===== config.mk =====
export PLATFORM = sky130hd
export DESIGN_NAME = pwm_capture
export DESIGN_NICKNAME = d
export VERILOG_FILES = /design/src/rtl/pwm_pkg.sv /design/src/rtl/pwm_sync_edge.sv /design/src/rtl/pwm_capture.sv
export SDC_FILE = /design/constraint.sdc
export NUM_CORES = 1
export LEC_CHECK = 0
export BUFFER_PORTS_ARGS = -buffer_cell sky130_fd_sc_hd__clkbuf_2
export CORE_ASPECT_RATIO = 1.75
export CORE_MARGIN = 2
export CORE_UTILIZATION = 51
export DETAILED_ROUTE_END_ITERATION = 12
export PLACE_DENSITY = 0.87
export SLEW_MARGIN = 25
export SYNTH_ARGS = -nofsm -noshare
export SYNTH_HDL_FRONTEND = slang
export SYNTH_SLANG_ARGS = --single-unit

===== constraint.sdc =====
create_clock -name clk -period 2.4 [get_ports clk]
set_input_delay 0.24 -clock clk [delete_from_list [all_inputs] [get_ports clk]]
set_output_delay 0.24 -clock clk [all_outputs]
set_load 0.05 [all_outputs]

===== src/rtl/pwm_pkg.sv =====
// Shared types and constants for the PWM capture block and its generator.
package pwm_pkg;

  // Measurement FSM: waiting for a first rise, inside the high phase, inside the low phase.
  typedef enum logic [1:0] {
    StIdle = 2'd0,
    StHigh = 2'd1,
    StLow  = 2'd2
  } pwm_cap_state_t;

  // Default width of the high-time and period counters.
  localparam int unsigned CntWDefault = 16;

  // Nominal PWM period in clk cycles, common with the generator.
  localparam int unsigned PwmPeriod = 100;

endpackage


===== src/rtl/pwm_sync_edge.sv =====
// Two-flop synchronizer for an asynchronous level, a history flop, and registered
// rise/fall pulses. Rise and fall see the same delay, so measured widths are exact.
module pwm_sync_edge (
  input  logic clk,
  input  logic rst,
  input  logic d_in,
  output logic lvl,
  output logic rise,
  output logic fall
);

  logic s1_q, s1_d;
  logic s2_q, s2_d;
  logic s3_q, s3_d;
  logic rise_q, rise_d;
  logic fall_q, fall_d;

  // Next-state: shift the sample chain and decode edges from the synchronized pair.
  always_comb begin
    s1_d   = d_in;
    s2_d   = s1_q;
    s3_d   = s2_q;
    rise_d = s2_q & ~s3_q;
    fall_d = ~s2_q & s3_q;
  end

  // State registers, cleared asynchronously.
  always_ff @(posedge clk or negedge rst) begin
    if (!rst) begin
      s1_q   <= 1'b0;
      s2_q   <= 1'b0;
      s3_q   <= 1'b0;
      rise_q <= 1'b0;
      fall_q <= 1'b0;
    end else begin
      s1_q   <= s1_d;
      s2_q   <= s2_d;
      s3_q   <= s3_d;
      rise_q <= rise_d;
      fall_q <= fall_d;
    end
  end

  assign lvl  = s2_q;
  assign rise = rise_q;
  assign fall = fall_q;

endmodule


===== src/rtl/pwm_capture.sv =====
// PWM high-time / period measurement with a valid/ready result port and a stuck-level
// timeout. Optional macro PWM_CAP_OVF_EN adds the ovf_cnt dropped-result counter port.
module pwm_capture
  import pwm_pkg::*;
#(
  parameter int unsigned CNT_W      = CntWDefault,
  parameter int unsigned MAX_PERIOD = 1000
) (
  input  logic             clk,
  input  logic             rst,
  input  logic             pwm_in,
  output logic             m_valid,
  input  logic             m_ready,
  output logic [CNT_W-1:0] hi_cnt,
  output logic [CNT_W-1:0] per_cnt,
`ifdef PWM_CAP_OVF_EN
  output logic [7:0]       ovf_cnt,
`endif
  output logic             timeout,
  output logic             stuck_lvl
);

  localparam logic [CNT_W-1:0] MaxCnt = CNT_W'(MAX_PERIOD);

  logic lvl, rise, fall;

  pwm_sync_edge u_sync_edge (
    .clk  (clk),
    .rst  (rst),
    .d_in (pwm_in),
    .lvl  (lvl),
    .rise (rise),
    .fall (fall)
  );

  pwm_cap_state_t   state_q, state_d;
  logic [CNT_W-1:0] cnt_q, cnt_d;
  logic [CNT_W-1:0] hi_q, hi_d;
  logic             timeout_q, timeout_d;
  logic             stuck_q, stuck_d;
  logic             m_valid_q, m_valid_d;
  logic [CNT_W-1:0] hi_cnt_q, hi_cnt_d;
  logic [CNT_W-1:0] per_cnt_q, per_cnt_d;
  logic             at_max;
  logic [CNT_W-1:0] cnt_inc;
  logic             res_vld;
  logic             load;

  assign at_max  = (cnt_q == MaxCnt);
  assign cnt_inc = at_max ? cnt_q : cnt_q + CNT_W'(1);

  // FSM next-state: a rise always beats a coincident timeout.
  always_comb begin
    state_d   = state_q;
    cnt_d     = cnt_inc;
    hi_d      = hi_q;
    res_vld   = 1'b0;
    timeout_d = 1'b0;
    stuck_d   = stuck_q;
    case (state_q)
      StIdle: begin
        if (rise) begin
          cnt_d   = CNT_W'(1);
          state_d = StHigh;
        end else if (at_max) begin
          timeout_d = 1'b1;
          stuck_d   = lvl;
          cnt_d     = CNT_W'(1);
        end
      end
      StHigh: begin
        if (fall) begin
          hi_d    = cnt_q;
          state_d = StLow;
        end else if (at_max) begin
          timeout_d = 1'b1;
          stuck_d   = lvl;
          cnt_d     = CNT_W'(1);
          state_d   = StIdle;
        end
      end
      StLow: begin
        // Closing rise of this period is the opening rise of the next one.
        if (rise) begin
          res_vld = 1'b1;
          cnt_d   = CNT_W'(1);
          state_d = StHigh;
        end else if (at_max) begin
          timeout_d = 1'b1;
          stuck_d   = lvl;
          cnt_d     = CNT_W'(1);
          state_d   = StIdle;
        end
      end
      default: begin
        state_d = StIdle;
        cnt_d   = '0;
      end
    endcase
  end

  // Output slot: load when empty or draining this cycle; otherwise the new result is lost.
  always_comb begin
    load      = res_vld & (~m_valid_q | m_ready);
    m_valid_d = m_valid_q;
    hi_cnt_d  = hi_cnt_q;
    per_cnt_d = per_cnt_q;
    if (load) begin
      m_valid_d = 1'b1;
      hi_cnt_d  = hi_q;
      per_cnt_d = cnt_q;
    end else if (m_valid_q && m_ready) begin
      m_valid_d = 1'b0;
    end
  end

  // Measurement and output state registers.
  always_ff @(posedge clk or negedge rst) begin
    if (!rst) begin
      state_q   <= StIdle;
      cnt_q     <= '0;
      hi_q      <= '0;
      timeout_q <= 1'b0;
      stuck_q   <= 1'b0;
      m_valid_q <= 1'b0;
      hi_cnt_q  <= '0;
      per_cnt_q <= '0;
    end else begin
      state_q   <= state_d;
      cnt_q     <= cnt_d;
      hi_q      <= hi_d;
      timeout_q <= timeout_d;
      stuck_q   <= stuck_d;
      m_valid_q <= m_valid_d;
      hi_cnt_q  <= hi_cnt_d;
      per_cnt_q <= per_cnt_d;
    end
  end

`ifdef PWM_CAP_OVF_EN
  logic       drop;
  logic [7:0] ovf_q, ovf_d;

  // Dropped-result counter, saturating; only reset clears it.
  always_comb begin
    drop  = res_vld & m_valid_q & ~m_ready;
    ovf_d = ovf_q;
    if (drop && (ovf_q != 8'hff)) begin
      ovf_d = ovf_q + 8'd1;
    end
  end

  // Dropped-result counter register.
  always_ff @(posedge clk or negedge rst) begin
    if (!rst) begin
      ovf_q <= 8'd0;
    end else begin
      ovf_q <= ovf_d;
    end
  end

  assign ovf_cnt = ovf_q;
`endif

  assign m_valid   = m_valid_q;
  assign hi_cnt    = hi_cnt_q;
  assign per_cnt   = per_cnt_q;
  assign timeout   = timeout_q;
  assign stuck_lvl = stuck_q;

endmodule


==> impl_metrics.toml, run 1 <==
[layout]
antenna_cells = 0
drive_gt1_share_pct = 43.1
fillers = 441
stdcell_count = 361
layout_common_cells = "dfrtp_1, mux2_2, clkbuf_2"
final_core_util_pct = 61.7
mostFrequentLayoutCell = "dfrtp_1"
area_delta_synth_final_pct = 19.0
fin_nets = 286

[critical_path]
path_buf_inv = 2
r2r_end = "stuck_lvl$_DFFE_PN0P_"
r2r_setup_slack_ns = 0.1
path_class = "reg2reg"
reg2reg_depth = 7
crit_path_start_kind = "flip-flop"
end_kind = "flip-flop"
critPathMaxStageDelay_ns = 0.56
critPathTopFamily = "simple AND/OR/NAND/NOR gates"
path_max_fanout = 3
critPathSlowestCell = "or4_4"
reg2reg_from = "cnt_q[1]$_DFF_PN0_"
cp.arrival_ns = 2.52
worstPathRequired_ns = 2.62
crit_chain = "inv_2 -> ha_1 -> or4bb_1 -> or4_4 -> buf_4 -> nor2_4 -> mux2_2"
critical_path_depth = 7
crit_start = "cnt_q[1]$_DFF_PN0_"

[place]
dp_hpwl_mm = 3.73
port_buffers = 38
dp_cells = 344
gp_congestion = 0.867
dp_slack_ns = -0.0309

[logic_synthesis]
synth-seq-cells = 74
synth.distinct_cells = 31
synthesis.nets = 229
syn-cell-area_um2 = 3000
synthCells = 222
yosysSeqAreaShare_pct = 61.8
yosys_warnings = 0
synth.avg_cell_area_um2 = 13.5

[clock_network]
clk_pin_slew_ns = 0.07
clockBufferDepth = 2
ctsRootBufferMaster = "clkbuf_8"
clk_latency_ns = 0.34
post-cts-setup-buffers = 0
htreeDepth = 3
cts_buffers = 9
numClockSinks = 74
cts_tree = "done"

[power_and_ir_drop]
p_leak_nw = 1.80
clkPwrFrac_pct = 26.9
irDropWorstVdd_mv = 0.666
power_density_nw_per_um2 = 861
pwr-share-comb_pct = 24.6
sw_frac_of_total_pct = 32.1
p_seq_share_pct = 48.4
internal-power_w = 0.00209
power_switching_w = 0.000986

[global_routing]
grt_pass1_wl_mm = 8.96
grt_pass1_vias = 1910
grt_usage_pct = 18.9
overflow = 0
grt_antenna_before_repair = 0
grt_start_max_net_pins = 45

[hold_path]
holdPathStages = 2
hold_class = "in2reg"
hp-start = "m_ready"
min_to = "m_valid$_DFFE_PN0P_"

[route]
drt_iter0_drc = 51
routed_via_density = 5.17
routed_wl_mm = 5.26
wl_per_cell_um = 14.6
drc = 0
routed-via-count = 1867
firstDrtPassIters = 4
postRouteAntennaNets = 0

[floorplanning]
fp.dieArea_um2 = 6530
core-area_um2 = 5790
die_w_um = 62.0
initial_core_util_pct = 51.8
io_pins = 39
die_h_um = 105
rows = 37

[timing]
setup_viol = 0
fin_crit_sh_pct = 95.9
hold_viol = 0
hold-worst-slack_ns = 0.0981
worstMarginPinSlew_ns = 0.703
fin_crit_ns = 2.30
max_slew_margin_pct = 53.2
slew_violations = 0
fmax_mhz = 435
setup_slack_ns = 0.0987
setup-tns-final_ns = 0
clock-skew-final_ns = 0.00441
rsz0062_at_grt = "false"

[run_status]
status = "complete, no violations"

[run]
cap_violations = 0
==> metrics by stage <==
stage	cell area (um2)	total power, W
2_1_floorplan	3000	0.00202
3_3_place_gp	3370	0.00224
3_5_place_dp	3370	0.00227
4_1_cts	3570	0.00310
5_1_grt	3570	0.00323
6_report	3570	0.00307
==> state kept, by name (all words and copies together), names as in the netlist <==
| signal | cells |
|---|---|
| cnt_q | 16 |
| hi_cnt | 16 |
| hi_q | 16 |
| m_valid | 1 |
| per_cnt | 16 |
| state_q | 2 |
| stuck_lvl | 1 |
| timeout | 1 |
| u_sync_edge.fall | 1 |
| u_sync_edge.lvl | 1 |
| u_sync_edge.rise | 1 |
| u_sync_edge.s1_q | 1 |
| u_sync_edge.s3_q | 1 |
==> cells by family after synthesis <==
| logic type | count (synthesis) | synth area share [%] |
|---|---|---|
| DFF | 74 | 61.8 |
| and+or+nand+nor | 59 | 10.3 |
| muxes | 48 | 18.0 |
| buffers and inverters | 14 | 2.50 |
| xor gates and xnor gates | 13 | 3.80 |
| AOI/OAI and AO/OA | 11 | 2.42 |
| adders and majority gates | 3 | 1.25 |
==> power by group through the flow <==
stage,clock network [W],logic (W),registers [W]
after floorplan,0,0.000293,0.00172
after global placement,0,0.000734,0.00150
after detailed placement,0,0.000760,0.00151
after CTS,0.000847,0.000765,0.00149
after global routing,0.000901,0.000818,0.00151
final,0.000827,0.000757,0.00149
==> area by class of cell <==
| type | count | area, um2 | share of cell area (%) |
|---|---|---|---|
| Clock buffer | 12 | 155 | 4.35 |
| Inverter | 4 | 15.0 | 0.421 |
| Sequential cell | 74 | 1850 | 51.9 |
| Multi-Input combinational cell | 134 | 1080 | 30.2 |
| Tap cell | 78 | 97.6 | 2.73 |
| Clock inverter | 3 | 15.0 | 0.421 |
| Timing Repair Buffer | 56 | 355 | 9.96 |
==> cells in the mapped netlist <==
cell type | instances | share of area (%)
a21oi_1 | 4 | 0.67
a31o_2 | 1 | 0.29
a31oi_1 | 1 | 0.21
and3b_1 | 1 | 0.29
buf_1 | 1 | 0.13
buf_6 | 3 | 1.1
clkbuf_1 | 6 | 0.75
dfrtp_1 | 74 | 62
ha_1 | 3 | 1.3
inv_1 | 4 | 0.50
mux2_2 | 47 | 18
mux2i_1 | 1 | 0.33
nand2_1 | 9 | 1.1
nand2b_1 | 1 | 0.21
nand3_1 | 4 | 0.67
nand3b_1 | 2 | 0.50
nand4_1 | 5 | 1.0
nor2_1 | 19 | 2.4
nor2_4 | 1 | 0.38
nor2b_1 | 4 | 0.83
nor3_1 | 5 | 0.83
nor4_1 | 4 | 0.83
o21ai_0 | 3 | 0.50
o21ai_4 | 1 | 0.54
o22ai_1 | 1 | 0.21
or3_1 | 1 | 0.21
or4_1 | 1 | 0.25
or4b_1 | 1 | 0.33
or4bb_1 | 1 | 0.38
xnor2_1 | 11 | 3.2
xor2_1 | 2 | 0.58
==> per-layer routing <==
layer / up-vias / global-route usage (%) / routed length, um
met5: - / 0 / 0
met4: 0 / 9.88 / 102
met3: 8 / 4.91 / 177
met2: 38 / 29.3 / 2860
met1: 933 / 23.5 / 2120
li1: 888 / - / -
==> worst max-delay path by stage <==
| stage | endpoint |
|---|---|
| floorplan | cnt_q[0]$_DFF_PN0_ |
| global placement | stuck_lvl$_DFFE_PN0P_ |
| detailed placement | stuck_lvl$_DFFE_PN0P_ |
| CTS | stuck_lvl$_DFFE_PN0P_ |
| global route | stuck_lvl$_DFFE_PN0P_ |
| finish | stuck_lvl$_DFFE_PN0P_ |
==> timing repair <==
action / 4_1_cts / 5_1_grt
hold buffers: 2 / 0
hold endpoints to repair: 31 / 0
pin swaps: 0 / 2
setup endpoints to repair: 1 / 17
resized for setup: 1 / 2
Note: power is estimated with default switching activity, not from simulation.
==> run 2: changes to the inputs <==
Settings changed: CORE_ASPECT_RATIO 1.75 to 2, GPL_ROUTABILITY_DRIVEN set to 0, PLACE_DENSITY 0.87 to unset, PLACE_DENSITY_LB_ADDON set to 0.2.
==> run 2 against run 1 <==
  * Non-clock buffer count increased by 2
  * Clock-buffer cell count up 1
  * Global-route usage up 1.2 points
  * Critical endpoint unchanged
  * Wire length rose by 7.7%
  * Total power rose by 13%
  * Flip-flop and latch count stayed put
  * Via count rose by 1.3%
  * Maximum frequency up 2.4%
  * Highest routed layer unchanged
  * Largest cell class unchanged
  * Clock power grew 43%
==> impl_metrics.toml, run 2 (synthesis results as in run 1) <==
[layout]
antenna_cells = 0
drive_gt1_share_pct = 42.8
mostFrequentLayoutCell = "dfrtp_1"
area_delta_synth_final_pct = 22.7
stdcell_count = 344
final_core_util_pct = 64.4
layout_common_cells = "dfrtp_1, mux2_2, clkbuf_2"
fin_nets = 288

[power_and_ir_drop]
finalPower_w = 0.00347
p_leak_nw = 1.86
irDropWorstVdd_mv = 0.728
power_density_nw_per_um2 = 943

[critical_path]
cp.arrival_ns = 2.46
path_max_fanout = 6
end_kind = "flip-flop"
crit_path_start_kind = "flip-flop"
worstPathRequired_ns = 2.61
path_class = "reg2reg"

[timing]
slew_violations = 0
worstMarginPinSlew_ns = 0.412
max_slew_margin_pct = 72.4
setup_viol = 0
fmax_mhz = 445
fin_crit_sh_pct = 93.7
setup-tns-final_ns = 0
fin_crit_ns = 2.25
setup_slack_ns = 0.152
rsz0062_at_grt = "false"
clock-skew-final_ns = 0.00536
hold_viol = 0

[place]
dp_cells = 330
port_buffers = 38
dp_hpwl_mm = 3.90
dp_slack_ns = 0.0344

[clock_network]
clk_latency_ns = 0.33
cts_buffers = 9
clockBufferDepth = 2
cts_tree = "done"
numClockSinks = 74
htreeDepth = 3
clk_pin_slew_ns = 0.05
ctsRootBufferMaster = "clkbuf_16"

[route]
drc = 0
routed_via_density = 5.50
firstDrtPassIters = 4
postRouteAntennaNets = 0
routed-via-count = 1891
routed_wl_mm = 5.66
wl_per_cell_um = 16.5
drt_iter0_drc = 34

[global_routing]
grt_antenna_before_repair = 0
grt_start_max_net_pins = 75
grt_usage_pct = 20.1
grt_pass1_vias = 1944
grt_pass1_wl_mm = 9.64
overflow = 0

[hold_path]
hold_class = "in2reg"

[floorplanning]
initial_core_util_pct = 52.5
rows = 39
core-area_um2 = 5710
fp.dieArea_um2 = 6540
die_h_um = 112
die_w_um = 58.2
io_pins = 39

[run_status]
status = "complete, no violations"

[run]
cap_violations = 0
==> run 2: cell types whose count changed in the layout (fill, tap and decap cells not counted) <==
cell           change
a21oi_4            +1
buf_4              +1
clkbuf_16          +9
clkbuf_8           -9
clkinv_2           -3
inv_1              +1
a21oi_2            -1
inv_2              -1
clkbuf_1           +1
dlygate4sd3_1      -1
buf_8              +1
buf_12             +1
==> run 2: through the flow <==
| stage | area [um2] | hold WS, ns |
|---|---|---|
| CTS | 3670 | 0.00967 |
| floorplan | 3000 | -0.0556 |
| finish | 3680 | 0.0122 |
| global placement | 3400 | 0.297 |
| global route | 3680 | 0.00575 |
| detailed placement | 3400 | 0.300 |
==> run 2: worst paths after layout <==
kind	startpoint	to	slack, ns	depth (start not counted)
max in group asynchronous	rst	per_cnt[8]$_DFFE_PN0P_	1.62	3
min reg2reg	u_sync_edge.s1_q$_DFF_PN0_	u_sync_edge.lvl$_DFF_PN0_	0.37	0
max reg2reg	cnt_q[1]$_DFF_PN0_	stuck_lvl$_DFFE_PN0P_	0.15	7
min	pwm_in	u_sync_edge.s1_q$_DFF_PN0_	0.01	1
min in group asynchronous	rst	hi_cnt[9]$_DFFE_PN0P_	0.47	3
max	cnt_q[1]$_DFF_PN0_	stuck_lvl$_DFFE_PN0P_	0.15	7
==> run 2: cell type report <==
| class | instances | area, um2 |
|---|---|---|
| Clock buffer | 13 | 260 |
| Fill cell | 462 | 2030 |
| Inverter | 4 | 15.0 |
| Multi-Input combinational cell | 134 | 1090 |
| Sequential cell | 74 | 1850 |
| Tap cell | 61 | 76.3 |
| Timing Repair Buffer | 58 | 388 |
==> run 2: critical path, cell delays in order, from the launching register on <==
cell	delay, ns
dfrtp_1	0.37
inv_1	0.07
ha_1	0.13
or4bb_1	0.40
or4_4	0.57
buf_8	0.16
nor2_4	0.10
mux2_2	0.33
==> run 2: timing repair <==
action | 4_1_cts | 5_1_grt
hold buffers | 1 | 0
resized for setup | 0 | 4
buffers inserted | 0 | 0
hold endpoints to repair | 74 | 0
endpoints found under the setup margin | 0 | 17
==> run 2: where the power goes <==
group	switching [W]	total, W	leakage [nW]	internal, W
clock network	0.000446	0.00118	0.128	0.000738
registers	0.0000946	0.00149	1.00	0.00140
logic	0.000499	0.000793	0.723	0.000294
==> run 2: layer usage <==
metal | wire length, um | track usage, %
met1 | 2220 | 23.1
met2 | 3040 | 31.9
met3 | 179 | 5.88
met4 | 221 | 13.2
met5 | 0 | 0
==> run 3: changes to the inputs <==
Settings changed: CORE_UTILIZATION 51 to 55.
Clock period 2.4 ns to 2.82 ns, I/O delays scaled along.
==> run 3 against run 2 <==
  * Via count is 5.9% lower
  * Setup slack better by 0.088 ns
  * Non-clock buffer count is 14 lower
  * Clock skew is 0.00059 ns higher
  * Wire length is 12% lower
  * Total power is 28% lower
  * First-iteration DRC count is 71% higher
  * Clock-buffer cell count is 2 lower
==> impl_metrics.toml, run 3 (synthesis results as in run 1) <==
[route]
drc = 0
wl_per_cell_um = 15.2
routed-via-count = 1779
postRouteAntennaNets = 0
routed_via_density = 5.42
routed_wl_mm = 4.98
firstDrtPassIters = 4
drt_iter0_drc = 58

[global_routing]
busiest_layer = "met2"
grt_antenna_before_repair = 0
overflow = 0
grt_pass1_wl_mm = 8.60
grtUsageMet1_pct = 24.5
grt_start_max_net_pins = 75
grt_usage_pct = 19.1
grtUsageMet2_pct = 28.3
grt_pass1_vias = 1808
grtUsageMet3_pct = 3.95

[place]
dp_hpwl_mm = 3.42
port_buffers = 38

[run_status]
status = "complete, no violations"

[clock_network]
cts_tree = "done"
clk_pin_slew_ns = 0.06
ctsRootBufferMaster = "clkbuf_8"
numClockSinks = 74
clockBufferDepth = 2
post_cts_resized = 0
htreeDepth = 3
cts_buffers = 9
clk_latency_ns = 0.35

[critical_path]
end_kind = "flip-flop"
cp.arrival_ns = 2.80
path_common_cell = "ha_1"
path_max_fanout = 7
crit_path_start_kind = "flip-flop"
path_buf_inv = 1
critPathTopFamily = "simple AND/OR/NAND/NOR gates"
worstPathRequired_ns = 3.04
path_class = "reg2reg"
critPathMaxStageDelay_ns = 0.72
crit_chain = "inv_1 -> ha_1 -> or4bb_1 -> or4_1 -> ha_1 -> a31oi_1 -> o22ai_1"
critPathSlowestCell = "or4_1"

[hold_path]
hold_class = "in2reg"

[power_and_ir_drop]
irDropWorstVdd_mv = 0.681
power_density_nw_per_um2 = 730
p_leak_nw = 1.73

[timing]
worstMarginPinSlew_ns = 0.584
setup_viol = 0
max_slew_margin_pct = 61.0
fin_crit_sh_pct = 91.5
fin_crit_ns = 2.58
fmax_mhz = 388
setup-tns-final_ns = 0
hold-worst-slack_ns = 0.0388
slew_violations = 0
clock-skew-final_ns = 0.00596
hold_viol = 0
rsz0062_at_grt = "false"

[run]
cap_violations = 0

[layout]
antenna_cells = 0
layout_common_cells = "dfrtp_1, mux2_2, clkbuf_2"
area_delta_synth_final_pct = 14.5
drive_gt1_share_pct = 39.2
mostFrequentLayoutCell = "dfrtp_1"
fin_nets = 274

[floorplanning]
die_h_um = 108
fp.dieArea_um2 = 6090
io_pins = 39
die_w_um = 56.2
core-area_um2 = 5330
initial_core_util_pct = 56.3
rows = 38
==> run 3: metal layers <==
metal,vias to the layer above,wire (um)
li1,855,-
met1,877,2160
met2,35,2470
met3,12,163
met4,0,189
met5,-,0
==> run 3: timing repair <==
action	4_1_cts	5_1_grt
endpoints found under the hold margin	74	0
hold buffers	1	0
buffers inserted	0	0
==> run 3: final cells by class <==
class	count	area (um2)
flip-flops and latches	74	1850
clock buffers	11	141
clock inverters	1	5.00
repair buffers	44	263
inverters	4	15.0
multi-input cells	134	1080
well taps	60	75.1
fillers	435	1890
==> run 3: path summary, 6_finish.rpt <==
kind / from / end / slack, ns / depth (start not counted)
worst min register to register: u_sync_edge.s1_q$_DFF_PN0_ / u_sync_edge.lvl$_DFF_PN0_ / 0.36 / 0
max in group asynchronous: rst / per_cnt[11]$_DFFE_PN0P_ / 2.03 / 3
worst max-delay path: cnt_q[1]$_DFF_PN0_ / cnt_q[0]$_DFF_PN0_ / 0.24 / 7
worst max register to register: cnt_q[1]$_DFF_PN0_ / cnt_q[0]$_DFF_PN0_ / 0.24 / 7
min in group asynchronous: rst / hi_q[2]$_DFFE_PN0P_ / 0.48 / 3
worst min-delay path: pwm_in / u_sync_edge.s1_q$_DFF_PN0_ / 0.04 / 1
==> run 3: power by group <==
part,total (W),switching (W),leakage [nW],internal (W)
Clock,0.000652,0.000330,0.0770,0.000322
Combinational,0.000568,0.000374,0.644,0.000194
Sequential,0.00129,0.000100,1.01,0.00119
==> run 3: metrics by stage <==
| step | cell area, um2 | setup slack (ns) | utilization [%] | cells | power, W |
|---|---|---|---|---|---|
| after global placement | 3280 | 0.309 | 61.5 | 315 | 0.00186 |
| after global routing | 3430 | 0.0834 | 64.5 | 328 | 0.00264 |
| after floorplan | 3000 | 0.447 | - | 222 | 0.00172 |
| after CTS | 3430 | 0.207 | 64.5 | 328 | 0.00255 |
| after detailed placement | 3280 | 0.218 | 61.5 | 315 | 0.00188 |
| final | 3430 | 0.240 | 64.5 | 328 | 0.00251 |
